$ cat src/rtl/pwm_shadow_generator_pkg.sv
// Shared defaults and the write-decoder register map for the PWM shadow generator.
// Both are shared with the MCU bus decoder.
package pwm_shadow_generator_pkg;

  localparam int unsigned CNT_W_DEF       = 24;
  localparam int unsigned NCH_DEF         = 4;
  localparam int unsigned WDOG_W_DEF      = 26;
  localparam int unsigned WDOG_CYCLES_DEF = 5_000_000;  // 100 ms @ 50 MHz

  // Byte addresses used by the write decoder.
  // A commit follows the write to DUTY4_L.
  typedef enum logic [3:0] {
    PERIOD_H = 4'd0,  PERIOD_M = 4'd1,  PERIOD_L = 4'd2,
    DUTY1_H  = 4'd3,  DUTY1_M  = 4'd4,  DUTY1_L  = 4'd5,
    DUTY2_H  = 4'd6,  DUTY2_M  = 4'd7,  DUTY2_L  = 4'd8,
    DUTY3_H  = 4'd9,  DUTY3_M  = 4'd10, DUTY3_L  = 4'd11,
    DUTY4_H  = 4'd12, DUTY4_M  = 4'd13, DUTY4_L  = 4'd14
  } reg_addr_e;

endpackage

$ cat src/rtl/pwm_shadow_generator_if.sv
// Configuration bus from the write decoder.
// It carries the timing words, the commit strobe and the load acknowledge.
interface pwm_shadow_generator_if
  import pwm_shadow_generator_pkg::*;
#(
  parameter int unsigned CNT_W = CNT_W_DEF,
  parameter int unsigned NCH   = NCH_DEF
);
  logic [CNT_W-1:0]     period_in;
  logic [NCH*CNT_W-1:0] duty_in;
  logic                 cfg_commit;
  logic                 update_ack;

  modport master (output period_in, duty_in, cfg_commit, input update_ack);
  modport slave  (input period_in, duty_in, cfg_commit, output update_ack);
endinterface

$ cat src/rtl/pwm_shadow_generator_cmp_channel.sv
// One PWM channel.
// It holds the active duty word, clamped to the period at load time, and a registered comparator output.
module pwm_cmp_channel
  import pwm_shadow_generator_pkg::*;
#(
  parameter int unsigned CNT_W = CNT_W_DEF
) (
  input  logic             pwm_clk,
  input  logic             reset,
  input  logic             load,
  input  logic             enable,
  input  logic [CNT_W-1:0] period_in,
  input  logic [CNT_W-1:0] duty_in,
  input  logic [CNT_W-1:0] cnt,
  output logic             pwm_out
);
  logic [CNT_W-1:0] duty_act;

  always_ff @(posedge pwm_clk) begin
    if (reset) begin
      duty_act <= '0;
      pwm_out  <= 1'b0;
    end else begin
      if (load) duty_act <= (duty_in > period_in) ? period_in : duty_in;
      pwm_out <= enable && (cnt < duty_act);
    end
  end
endmodule

$ cat src/rtl/pwm_shadow_generator.sv
// Four-channel ESC PWM generator with shadowed timing words and boundary-synchronous swap.
// A link-loss watchdog forces the outputs low.
module pwm_shadow_generator
  import pwm_shadow_generator_pkg::*;
#(
  parameter int unsigned CNT_W       = CNT_W_DEF,
  parameter int unsigned NCH         = NCH_DEF,
  parameter int unsigned WDOG_W      = WDOG_W_DEF,
  parameter int unsigned WDOG_CYCLES = WDOG_CYCLES_DEF
) (
  input  logic                     pwm_clk,
  input  logic                     reset,
  pwm_shadow_generator_if.slave    cfg,
  output logic [NCH-1:0]           pwm_out,
  output logic                     period_tick,
  output logic                     failsafe
);
  localparam logic [WDOG_W-1:0] WD_LIMIT = WDOG_W'(WDOG_CYCLES);

  logic [CNT_W-1:0]  cnt;
  logic [CNT_W-1:0]  period_act;
  logic              pending;
  logic [WDOG_W-1:0] wd_cnt;
  logic              update_ack;
  logic              boundary;
  logic              load;
  logic              chan_en;

  // A zero period wraps every cycle, so an idle generator accepts a commit immediately.
  assign boundary = (period_act == '0) || (cnt == period_act - CNT_W'(1));
  assign load     = boundary && (pending || cfg.cfg_commit);
  assign chan_en  = !failsafe && (period_act != '0);

  assign cfg.update_ack = update_ack;

  always_ff @(posedge pwm_clk) begin
    if (reset) begin
      cnt         <= '0;
      period_act  <= '0;
      pending     <= 1'b0;
      wd_cnt      <= '0;
      period_tick <= 1'b0;
      failsafe    <= 1'b1;
      update_ack  <= 1'b0;
    end else begin
      period_tick <= boundary;
      cnt         <= boundary ? '0 : cnt + CNT_W'(1);
      update_ack  <= 1'b0;

      if (cfg.cfg_commit)          wd_cnt <= '0;
      else if (wd_cnt != WD_LIMIT) wd_cnt <= wd_cnt + WDOG_W'(1);

      if (wd_cnt == WD_LIMIT) failsafe <= 1'b1;
      if (cfg.cfg_commit)     pending  <= 1'b1;

      // A load is fresh evidence of a live link, so it overrides the expiry above.
      if (load) begin
        period_act <= cfg.period_in;
        pending    <= 1'b0;
        update_ack <= 1'b1;
        failsafe   <= 1'b0;
      end
    end
  end

  for (genvar i = 0; i < NCH; i++) begin : g_ch
    pwm_cmp_channel #(.CNT_W(CNT_W)) u_ch (
      .pwm_clk   (pwm_clk),
      .reset     (reset),
      .load      (load),
      .enable    (chan_en),
      .period_in (cfg.period_in),
      .duty_in   (cfg.duty_in[i*CNT_W +: CNT_W]),
      .cnt       (cnt),
      .pwm_out   (pwm_out[i])
    );
  end
endmodule

$ cat src/flat_wrapper.sv
// flat-port wrapper written by rule: the top's interface ports become plain ports
module pwm_shadow_generator_flat import pwm_shadow_generator_pkg::*;
#(
  parameter int unsigned CNT_W       = CNT_W_DEF,
  parameter int unsigned NCH         = NCH_DEF,
  parameter int unsigned WDOG_W      = WDOG_W_DEF,
  parameter int unsigned WDOG_CYCLES = WDOG_CYCLES_DEF
)
  (pwm_clk, reset, pwm_out, period_tick, failsafe, cfg_period_in, cfg_duty_in, cfg_cfg_commit, cfg_update_ack);
  pwm_shadow_generator_if #(.CNT_W(CNT_W), .NCH(NCH)) cfg_i ();
  input  logic pwm_clk;
  input  logic reset;
  output logic [NCH-1:0] pwm_out;
  output logic period_tick;
  output logic failsafe;
  input wire logic [$bits(cfg_i.period_in)-1:0] cfg_period_in;
  input wire logic [$bits(cfg_i.duty_in)-1:0] cfg_duty_in;
  input wire logic [$bits(cfg_i.cfg_commit)-1:0] cfg_cfg_commit;
  output wire logic [$bits(cfg_i.update_ack)-1:0] cfg_update_ack;
  assign cfg_i.period_in = cfg_period_in;
  assign cfg_i.duty_in = cfg_duty_in;
  assign cfg_i.cfg_commit = cfg_cfg_commit;
  assign cfg_update_ack = cfg_i.update_ack;
  pwm_shadow_generator #(.CNT_W(CNT_W), .NCH(NCH), .WDOG_W(WDOG_W), .WDOG_CYCLES(WDOG_CYCLES)) u_core (.pwm_clk(pwm_clk), .reset(reset), .cfg(cfg_i), .pwm_out(pwm_out), .period_tick(period_tick), .failsafe(failsafe));
endmodule
$ cat config.mk
export PLATFORM = sky130hd
export DESIGN_NAME = pwm_shadow_generator_flat
export DESIGN_NICKNAME = d
export VERILOG_FILES = /design/src/rtl/pwm_shadow_generator_pkg.sv /design/src/rtl/pwm_shadow_generator_if.sv /design/src/rtl/pwm_shadow_generator_cmp_channel.sv /design/src/rtl/pwm_shadow_generator.sv /design/src/flat_wrapper.sv
export SDC_FILE = /design/constraint.sdc
export NUM_CORES = 1
export LEC_CHECK = 0
export ABC_AREA = 1
export CAP_MARGIN = 10
export CORE_ASPECT_RATIO = 1.4
export CORE_MARGIN = 4
export CORE_UTILIZATION = 60
export DETAILED_ROUTE_END_ITERATION = 8
export PLACE_DENSITY_LB_ADDON = 0.15
export SLEW_MARGIN = 20
export SYNTH_ARGS = -nofsm -noshare
export SYNTH_HDL_FRONTEND = slang
export SYNTH_HIERARCHICAL = 1
export SYNTH_SLANG_ARGS = --single-unit
$ cat constraint.sdc
create_clock -name pwm_clk -period 3.18 [get_ports pwm_clk]
set_input_delay 0.318 -clock pwm_clk [delete_from_list [all_inputs] [get_ports pwm_clk]]
set_output_delay 0.318 -clock pwm_clk [all_outputs]
set_load 0.01 [all_outputs]
* Word level (Yosys, flattened, before mapping)
Index checks and enable logic that the tools add are counted.
** Operators by class
- $add $sub $neg :: 3
- Reduce and logical (&&, ||, !) cells :: 15
- Multiplexer cells :: 7
- Magnitude comparators :: 8
- Equality and inequality tests :: 3
** Operators by type and width (number)
- > comparator 24 bit :: 4
- less-than comparator 24 bit :: 4
- 2-to-1 mux 24 bit :: 4
- adder 26 x 1 -> 26 bit (second input constant) :: 1
- equality test 26 x 23 -> 1 bit (second input constant) :: 1
- inequality test 26 x 23 -> 1 bit (second input constant) :: 1
- adder 24 x 1 -> 24 bit (second input constant) :: 1
- equality test 24 bit :: 1
- zero test 24 bit :: 1
- nonzero test 24 bit :: 1
- subtractor 24 x 1 -> 24 bit (second input constant) :: 1
- logical AND 1 bit :: 6
- OR reduction 2 bit :: 3
- 2-to-1 mux 1 bit :: 3
- logical OR 1 bit :: 2
- nonzero test 2 bit :: 1
- zero test 1 bit :: 1
** Word-level totals
- Output and inout port bits :: 7
- Word-level logic and storage cells :: 51
- Bits in registers :: 178
- Input port bits :: 123

* Logic depth before layout (Yosys ltp)
Gate-level depths: netlist of run 1.
- Word-level depth :: 5
- Depth in mapped cells :: 24
- Mapped depth without buffers :: 21

* By module
The synthesis of run 1 kept the hierarchy.
** Modules (own cells, without submodules)
- pwm_cmp_channel at u_core.g_ch[0].u_ch ... :: times used 3, area an instance 2462.4 sq um, cells each 384, sequential area each 500.5 sq um
- pwm_shadow_generator :: times used 1, area an instance 4556.9 sq um, cells each 696, sequential area each 1561.5 sq um
- pwm_cmp_channel at u_core.g_ch[2].u_ch :: times used 1, area an instance 2507.4 sq um, cells each 386, sequential area each 500.5 sq um

* Worst setup path after synthesis of run 1
Ideal clock, no wire load.
- Path kind :: reg-to-reg
- Start :: register u_core.period_act[0]
- End :: register u_core.g_ch[2].u_ch.duty_act[10]
- Library setup time :: 0.132 ns
- Buffers on the path :: 4
- Data required time :: 3.048 ns
- Period minus slack after synthesis :: 2.788 ns
- Path slack :: 0.392 ns
- Arrival :: 2.655 ns
- Cell stages (with the launch flop) :: 24
- Path through :: dfxtp_1 inv_1 ha_1 nand2_2 nor2_4 buf_6 nand2_1 nand2_1 nand2_1 nor2_1 nand2_1 nor2_1 nand2_1 nor2_4 nand2_4 nand2_8 nand2_4 buf_6 inv_2 clkbuf_1 inv_1 clkbuf_1 nand2_1 a21oi_1
** On the way
- Cells in the longest elaborated chain, start to end :: 4
- Elaborated cells on any way between the ends :: 5
- Those cells by class :: add/sub (1); eq/ne (1); reduce/logical (3)
** Ends and longest elaborated chain
- start: declaration :: RTL line pwm_shadow_generator.sv:21 : logic [CNT_W-1:0] period_act;
- start signal: assignment :: RTL line pwm_shadow_generator.sv:58 : period_act <= cfg.period_in;
- subtractor 24 x 1 -> 24 bit :: RTL line pwm_shadow_generator.sv:30 : assign boundary = (period_act == '0) || (cnt == period_act - CNT_W'(1));
- equality test 24 bit :: RTL line pwm_shadow_generator.sv:30
- logical OR 1 bit * :: RTL line pwm_shadow_generator.sv:30
- logical AND 1 bit * :: RTL line pwm_shadow_generator.sv:31 : assign load = boundary && (pending || cfg.cfg_commit);
- named net u_core.load :: RTL line pwm_shadow_generator.sv:26 : logic load;
- end signal: assignment :: RTL line pwm_shadow_generator_cmp_channel.sv:24 : if (load) duty_act <= (duty_in > period_in) ? period_in : duty_in;
- end: declaration :: RTL line pwm_shadow_generator_cmp_channel.sv:17 : logic [CNT_W-1:0] duty_act;
Mark *: on every way through the listed nets, which the timed path passes. The rest lies on a longest branch.
A chain may end at the register's enable or synchronous reset.

* Worst setup path in the final report of run 1
- Start :: register u_core.period_act[0]
- End :: register u_core.g_ch[2].u_ch.duty_act[1]
Same word-level chain as after synthesis.

==> impl_metrics.toml, run 1 <==
[timing]
fin_setup_tns_ps = 0
rsz0062_at_grt = "false"
period_minus_slack_ps = 2940
hold_viol_final = 0
max_slew.worst_pin.slew_ps = 934
worst_slack_ps = 235
fin_crit_sh_pct = 92.6
skew_ps = 9.80
slew_violations = 0
setup_viol = 0
fmax_mhz = 340
slew-limit-headroom_pct = 37.7

[final_layout]
design_area_um2 = 16900
areaGrowthSynthToFinish_pct = 17.0
fin_nets = 2691
final_layout_size_suffix_gt1_share_pct = 6.57

[worst_setup_path]
cp-end-kind = "flop"
cp_data_arrival_time_ps = 3310
crit_slowest_cell = "inv_1"
cp_slowest_stage_delay_ps = 540
path_class = "flop to flop"
worstSetupStartpointType = "flop"
worst_path_most_repeated_cell = "nand2_1"
cp_max_fo = 24
crit_path_cell_trace = "inv_1 > ha_2 > nand2_2 > nor2_4 > nand4_1 > nand2_1 > nand2_1 > nand2_1 > nor2_1 > nand2_1 > inv_2 > nand2_4 > nand2_8 > nand2_4 > inv_2 > inv_1 > nand2_1 > a21oi_1"
crit_required_ps = 3540

[clock_tree]
cts_resized = 0
cts_max_path_buffers = 2
cts_tree = "built"
numCtsBuffers = 17
path_clk_slew_ps = 70
clock_sinks = 178
clk_latency_ps = 440
htree_levels = 4
hold_buffers = 0
cts_root_buf = "clkbuf_16"
cts_setup_buffers = 0

[run]
cap_violations = 0

[yosys]
synth_common_cells = "nand2_1, inv_1, nand3_1"
yosys.cell_types.count = 39
ys_seq_area_share_pct = 24.7
syn_area_um2 = 14500
synth.most_common_cell = "nand2_1"
synth_top_area_cell = "dfxtp_1"
synth_cells = 2234
synthFlopType = "dfxtp_1"
synth_edf_count = 0
ys_top_cells_by_area = "dfxtp_1, ha_1, nand2_1"
synthesis.nets = 2550
ys_ff_latch = 178
synth_warnings = 6
ys_async_sr_fraction_pct = 0
synth_top_area_share_pct = 24.7
syn_area_per_cell_um2 = 6.47

[global_route]
grt_util_all_layers_pct = 32.7
grt_pass1_wl_um = 69800
grt_max_degree = 89
grt_pass1_vias = 14400
grt_overflow_total = 0
grt_antenna_before_repair = 1

[routing]
wire_per_inst_um = 16.4
ant_nets = 0
vias_per_cell = 5.57
drc = 0
dr.pass1.iters = 6
num_vias = 15000
drt_first_iter_violations = 1016
postRouteWirelength_um = 44200

[placed_design]
gp_congestion = 0.946
dp_hpwl_um = 34500
io_buffers = 129
pre_cts_ws_ps = 159
place_area_um2 = 16200

[die]
initial_core_util_pct = 61.6
core_um2 = 23500
die_x_um = 139
dieArea_um2 = 26700
fp-row-count = 66
pin_count = 130
die_y_um = 192

[power_and_ir_drop]
p_total_w = 0.00864
peakVddDrop_uv = 361
p_per_area_nw_per_um2 = 511
power.leakage_nw = 8.25

[outcome]
status = "completed"

[worst_hold_path]
hold_class = "primary input to flop"
## worst max-delay path: cells and delay by family, from the launching register on
| family | cells | cell delay, ps |
|---|---|---|
| and+or+nand+nor | 12 | 1260 |
| buffers and inverters | 4 | 800 |
| DFF | 1 | 350 |
| adders and majority gates | 1 | 250 |
| AOI/OAI and AO/OA | 1 | 180 |
## placed cells by master, fill, tap and decap left out, types with 20 or more instances in the layout
| cell type | netlist | layout |
|---|---|---|
| a21oi_1 | 191 | 191 |
| clkdlybuf4s50_1 | 0 | 128 |
| dfxtp_1 | 178 | 178 |
| inv_1 | 409 | 409 |
| buf_4 | 2 | 65 |
| nor2_1 | 142 | 142 |
| nand4_1 | 60 | 60 |
| nor3_1 | 27 | 27 |
| o21ai_0 | 25 | 25 |
| xor2_1 | 20 | 20 |
| nand3_1 | 263 | 263 |
| ha_1 | 193 | 192 |
| nand2_1 | 527 | 527 |
## area by class of cell
class	instances	area (um^2)
antenna	1	2.50
clock buffer	18	429
clock inverter	14	223
fill	2029	6550
inverter	430	1620
multi-input combinational	1553	8870
sequential	178	3560
tap	306	383
timing repair buffer	195	1810
## sequential cells by signal (all words and copies together) (netlist names)
name	cells
u_core/period_tick	1
u_core/g_ch.u_ch/pwm_out	4
u_core/wd_cnt	26
u_core/cfg.update_ack	1
u_core/failsafe	1
u_core/pending	1
u_core/period_act	24
u_core/cnt	24
u_core/g_ch.u_ch/duty_act	96
## kinds of logic (layout without fill, tap and decap cells)
kind of cell | count (synthesis) | in the layout | synth area share [%]
buf+inv | 503 | 657 | 14.0
simple gates | 1077 | 1077 | 33.7
fa+ha+maj | 193 | 193 | 16.7
flops | 178 | 178 | 24.7
compound gates | 258 | 258 | 9.50
xor+xnor | 25 | 25 | 1.52
other cells | 0 | 1 | 0
## metal layers
metal	vias to the layer above	track usage (%)	share of wire, %
met5	-	0	0
met4	0	21.4	7.1
met3	156	4.08	6.3
met2	577	58.7	48
met1	6797	36.2	38
li1	7480	-	-
## power by group
part | internal [W] | switching (W) | leakage (nW)
sequential | 0.00248 | 0.000167 | 1.45
clock | 0.00135 | 0.000962 | 0.318
combinational | 0.00131 | 0.00237 | 6.49
total | 0.00514 | 0.00350 | 8.25
## metrics by stage
stage	hold slack (ps)	utilization, %	std cells
after global placement	452	69.2	2662
after floorplan	437	-	2234
after detailed placement	455	69.2	2662
final	189	72.1	2695
after global routing	192	72.1	2694
after CTS	174	72.0	2694
## final timing paths
check	start	slack, ps	depth (start not counted)	to
hold reg to reg	u_core/g_ch[3].u_ch/duty_act[11]$_SDFFE_PP0P_	470	2	u_core/g_ch[3].u_ch/duty_act[11]$_SDFFE_PP0P_
setup reg to reg	u_core/period_act[0]$_SDFFE_PP0P_	240	18	u_core/g_ch[2].u_ch/duty_act[1]$_SDFFE_PP0P_
hold / removal	reset	190	2	u_core/g_ch[1].u_ch/duty_act[22]$_SDFFE_PP0P_
setup / recovery	u_core/period_act[0]$_SDFFE_PP0P_	240	18	u_core/g_ch[2].u_ch/duty_act[1]$_SDFFE_PP0P_
No activity file was read; power rests on OpenSTA's default activity.
==> run 2: changes to the inputs <==
- CAP_MARGIN: 10 -> 20
- CORE_UTILIZATION: 60 -> 64
- clock period: 3.18 -> 3.6 ns (I/O delays scaled with it)
==> run 2 against run 1 <==
Effect of this change: routed wire length is 0.42% higher; global-route usage rose by 2.8 points; largest power group unchanged; worst setup slack improved by 160 ps; via count grew 0.75%; final cell count decreased by 1.7%; first-iteration DRC count increased by 19%; maximum frequency decreased by 8.0%; worst hold slack improved by 280 ps; non-clock buffer count is 37 lower.
==> impl_metrics.toml, run 2 (synthesis results as in run 1) <==
[power_and_ir_drop]
p_total_w = 0.00740
p_per_area_nw_per_um2 = 448
power.leakage_nw = 8.03
peakVddDrop_uv = 385

[final_layout]
reg_top3 = "u_core/g_ch.u_ch/duty_act: 96 flops, u_core/wd_cnt: 26 flops"
layoutNonFillerInstCount = 2648
regMostFlops = "u_core/g_ch.u_ch/duty_act"
diodes = 0
fin_nets = 2654
largest_reg_flops = 96
fill_cells = 1869
multi_input_area_um2 = 8870
final_common_cell = "nand2_1"
areaGrowthSynthToFinish_pct = 14.3
seqCellArea_um2 = 3560
final_cell_mix = "nand2_1, inv_1, nand3_1"
final_layout_size_suffix_gt1_share_pct = 5.10

[routing]
vias_per_cell = 5.71
dr_wl_met3_um = 3330
drt_first_iter_violations = 1205
drc = 0
wire_per_inst_um = 16.8
wl_met1_um = 16200
ant_nets = 0
wl_met2_um = 21000
postRouteWirelength_um = 44400
top_layer = "met4"
num_vias = 15100
dr.pass1.iters = 6

[die]
dieArea_um2 = 25100
pin_count = 130
fp-row-count = 64
die_x_um = 135
initial_core_util_pct = 65.6
die_y_um = 186
core_um2 = 22000

[clock_tree]
cts_resized = 0
numCtsBuffers = 17
htree_levels = 4
cts_tree = "built"
clock_sinks = 178
path_clk_slew_ps = 70
clk_latency_ps = 440
cts_max_path_buffers = 2
cts_setup_buffers = 0
hold_buffers = 0
cts_root_buf = "clkbuf_16"

[timing]
rsz0062_at_grt = "false"
slew_violations = 0
worst_slack_ps = 398
setup_viol = 0
fmax_mhz = 312
skew_ps = 9.05
period_minus_slack_ps = 3200
hold_viol_final = 0
max_slew.worst_pin.slew_ps = 790
fin_setup_tns_ps = 0
slew-limit-headroom_pct = 47.2
fin_crit_sh_pct = 88.9

[run]
cap_violations = 0

[worst_setup_path]
cp_data_arrival_time_ps = 3570
cp_max_fo = 27
crit_start = "u_core/period_act[0]$_SDFFE_PP0P_"
worstSetupStartpointType = "flop"
crit_required_ps = 3960
path_class = "flop to flop"
reg2reg_from = "u_core/period_act[0]$_SDFFE_PP0P_"
cp-end-kind = "flop"

[global_route]
grt_overflow_total = 0
grt_util_all_layers_pct = 35.5
grt_max_degree = 77
grt_pass1_wl_um = 70700
grt_antenna_before_repair = 0
grt_pass1_vias = 14800

[placed_design]
gp_congestion = 0.989
io_buffers = 129
dp_hpwl_um = 33500
pre_cts_ws_ps = 374
dp.cells = 2616

[worst_hold_path]
hold_class = "flop to flop"
min-delay-start = "u_core/g_ch[3].u_ch/duty_act[18]$_SDFFE_PP0P_"

[outcome]
status = "completed"
## run 2: cell count changes in the layout (fill, tap and decap cells not counted), sizes merged
cell | before | now
clkinv | 10 | 8
clkinvlp | 0 | 2
diode | 1 | 0
bufinv | 4 | 1
inv | 430 | 433
buf | 67 | 30
## run 2: worst paths after layout
check | endpoint | slack, ps | cells after the start
max | u_core/g_ch[2].u_ch/duty_act[4]$_SDFFE_PP0P_ | 400 | 18
min | u_core/g_ch[3].u_ch/duty_act[18]$_SDFFE_PP0P_ | 470 | 2
max reg2reg | u_core/g_ch[2].u_ch/duty_act[4]$_SDFFE_PP0P_ | 400 | 18
min reg2reg | u_core/g_ch[3].u_ch/duty_act[18]$_SDFFE_PP0P_ | 470 | 2
## run 2: stage by stage
step	hold slack [ps]	area [um^2]	util, %
3_3_place_gp	448	15900	72.4
5_1_grt	480	16500	75.0
4_1_cts	466	16500	75.0
3_5_place_dp	456	15900	72.4
2_1_floorplan	437	14500	-
6_report	466	16500	75.0
## run 2: area by class of cell
class | count | area share (%)
clock buffers | 18 | 2.66
clock inverters | 14 | 0.871
inverters | 430 | 9.77
multi-input cells | 1553 | 53.7
flip-flops and latches | 178 | 21.6
well taps | 297 | 2.25
repair buffers | 158 | 9.19
## run 2: where the power goes
part	leakage [nW]	switching [W]	internal (W)
clock network	0.285	0.000866	0.000997
registers	1.45	0.000162	0.00219
logic	6.30	0.00209	0.00109
## run 2: layer usage
| metal | global-route usage, % | up-vias |
|---|---|---|
| met5 | 0 | - |
| met4 | 27.2 | 0 |
| met3 | 5.60 | 229 |
| met2 | 61.1 | 670 |
| met1 | 39.2 | 6813 |
| li1 | - | 7410 |
## run 2: critical path, cell delays in order (launching register included)
cell and delay, ps:
dfxtp_1 350, inv_1 140, ha_1 300, nand2_2 130, nor2_4 270, nand2_1 90, nand2_1 90, nand3_1 80
nand2_1 100, nor2_1 50, nand2_1 100, nor2_4 50, nand2_4 90, nand2_8 150, nand2_4 110, inv_2 90
inv_1 590, nand2_1 140, a21oi_1 180
==> run 3: changes to the inputs <==
- CORE_UTILIZATION: 64 -> 60
- clock period: 3.6 -> 3.8 ns (I/O delays scaled with it)
==> run 3 against run 2 <==
Effect of this change: routed wire length fell by 1.3%; sequential power fell by 5%; clock skew barely moved; clock power fell by 2%; worst hold slack got worse by 3.9 ps; worst setup slack improved by 190 ps; maximum frequency fell by 0.23%; global-route usage fell by 3.7 points; cell area rose by 0.70%; first-iteration DRC count fell by 22%.
==> impl_metrics.toml, run 3 (synthesis results as in run 1) <==
[power_and_ir_drop]
combPwrFrac_pct = 42.6
power.leakage_nw = 8.08
clkPwrFrac_pct = 25.7
peakVddDrop_uv = 302
p_per_area_nw_per_um2 = 425
seqPwrFrac_pct = 31.7
p_switching_w = 0.00289
power.internal_w = 0.00419
p_sw_share_pct = 40.8

[routing]
vias_per_cell = 5.57
ant_nets = 0
dr.pass1.iters = 6
wire_per_inst_um = 16.4
postRouteWirelength_um = 43800
drc = 0
drt_first_iter_violations = 937
num_vias = 14900

[timing]
period_minus_slack_ps = 3210
max_slew.worst_pin.slew_ps = 713
fmax_mhz = 312
hold_viol_final = 0
skew_ps = 9.52
fin_crit_sh_pct = 84.5
slew_violations = 0
fin_setup_tns_ps = 0
slew-limit-headroom_pct = 52.4
rsz0062_at_grt = "false"
setup_viol = 0
fin_hold_ws_ps = 463

[clock_tree]
hold_buffers = 0
cts_setup_buffers = 0
clk_latency_ps = 440
numCtsBuffers = 17
clock_sinks = 178
cts_max_path_buffers = 2
cts_resized = 0
path_clk_slew_ps = 70
htree_levels = 4
cts_tree = "built"
cts_root_buf = "clkbuf_16"

[final_layout]
reg_top3 = "u_core/g_ch.u_ch/duty_act: 96 flops, u_core/wd_cnt: 26 flops"
fin_nets = 2663
multi_input_area_um2 = 8870
diodes = 0
design_area_um2 = 16600
final_cell_mix = "nand2_1, inv_1, nand3_1"
areaGrowthSynthToFinish_pct = 15.1
final_layout_size_suffix_gt1_share_pct = 5.38
finish.utilization_pct = 70.9
fill_cells = 2058
seqCellArea_um2 = 3560
regMostFlops = "u_core/g_ch.u_ch/duty_act"
layoutNonFillerInstCount = 2666
largest_reg_flops = 96
final_common_cell = "nand2_1"

[die]
die_y_um = 192
dieArea_um2 = 26700
initial_core_util_pct = 61.6
die_x_um = 139
core_um2 = 23500
pin_count = 130
fp-row-count = 66

[worst_setup_path]
crit_slowest_cell = "dfxtp_1"
cp_data_arrival_time_ps = 3490
path_class = "flop to flop"
worstSetupStartpointType = "flop"
worst_path_most_repeated_cell = "nand2_1"
crit_required_ps = 4090
reg2reg_from = "u_core/period_act[0]$_SDFFE_PP0P_"
crit_path_cell_trace = "inv_1 > ha_1 > nand2_2 > nor2_4 > nand2_1 > nand2_1 > nand2_1 > nand2_1 > nand2_1 > nor2_1 > nand2_1 > nor2_4 > nand2_4 > nand2_8 > nand2_4 > inv_2 > buf_12 > inv_2 > nand2_1 > a21oi_1"
cp_max_fo = 32
cp_slowest_stage_delay_ps = 350
cp-end-kind = "flop"
crit_start = "u_core/period_act[0]$_SDFFE_PP0P_"

[placed_design]
dp.cells = 2634
place_area_um2 = 16000
gp_congestion = 0.937
io_buffers = 129
dp_hpwl_um = 33800

[run]
cap_violations = 0

[global_route]
grt_pass1_vias = 14100
grt_antenna_before_repair = 0
grt_overflow_total = 0
grt_max_degree = 61
grt_util_all_layers_pct = 31.9
grt_pass1_wl_um = 68400

[outcome]
status = "completed"

[worst_hold_path]
min-delay-start = "u_core/g_ch[3].u_ch/duty_act[14]$_SDFFE_PP0P_"
hold_class = "flop to flop"
-- run 3: power groups by stage --
stage          sequential, W  combinational (W)  clock [W]
6_report             0.00224            0.00302    0.00182
5_1_grt              0.00226            0.00335    0.00191
4_1_cts              0.00223            0.00298    0.00183
3_5_place_dp         0.00228            0.00296          0
3_3_place_gp         0.00227            0.00288          0
2_1_floorplan        0.00223            0.00216          0
-- run 3: path summary, 6_finish.rpt --
check / endpoint / slack [ps] / depth (start not counted)
max reg2reg: u_core/g_ch[0].u_ch/duty_act[12]$_SDFFE_PP0P_ / 590 / 20
min reg2reg: u_core/g_ch[3].u_ch/duty_act[14]$_SDFFE_PP0P_ / 460 / 2
min: u_core/g_ch[3].u_ch/duty_act[14]$_SDFFE_PP0P_ / 460 / 2
max: u_core/g_ch[0].u_ch/duty_act[12]$_SDFFE_PP0P_ / 590 / 20
-- run 3: routing by layer --
metal,vias up,part of all wire [%],GRT usage [%]
met1,6720,38,35.3
met3,127,6.6,4.36
li1,7434,-,-
met5,-,0,0
met2,580,50,58.4
met4,0,5.7,17.8
-- run 3: final cells by class --
class / instances / share of cell area, %
clock buffers: 23 / 2.93
flip-flops and latches: 178 / 21.4
repair buffers: 167 / 9.61
clock inverters: 9 / 0.722
multi-input cells: 1553 / 53.3
inverters: 430 / 9.70
well taps: 306 / 2.30
-- run 3: through the flow --
stage                     setup slack (ps)  total power, W
after floorplan                       1010         0.00439
after global placement                 690         0.00516
after detailed placement               628         0.00523
after CTS                              629         0.00704
after global routing                   304         0.00752
final                                  591         0.00707
-- run 3: worst max-delay path, delay by kind of cell (launching register included) --
family | cells | cell delay [ps]
AND/OR/NAND/NOR | 14 | 1470
buffers and inverters | 4 | 820
flip-flops | 1 | 350
adder cells (fa/ha/maj) | 1 | 280
AO/OA/AOI/OAI | 1 | 70
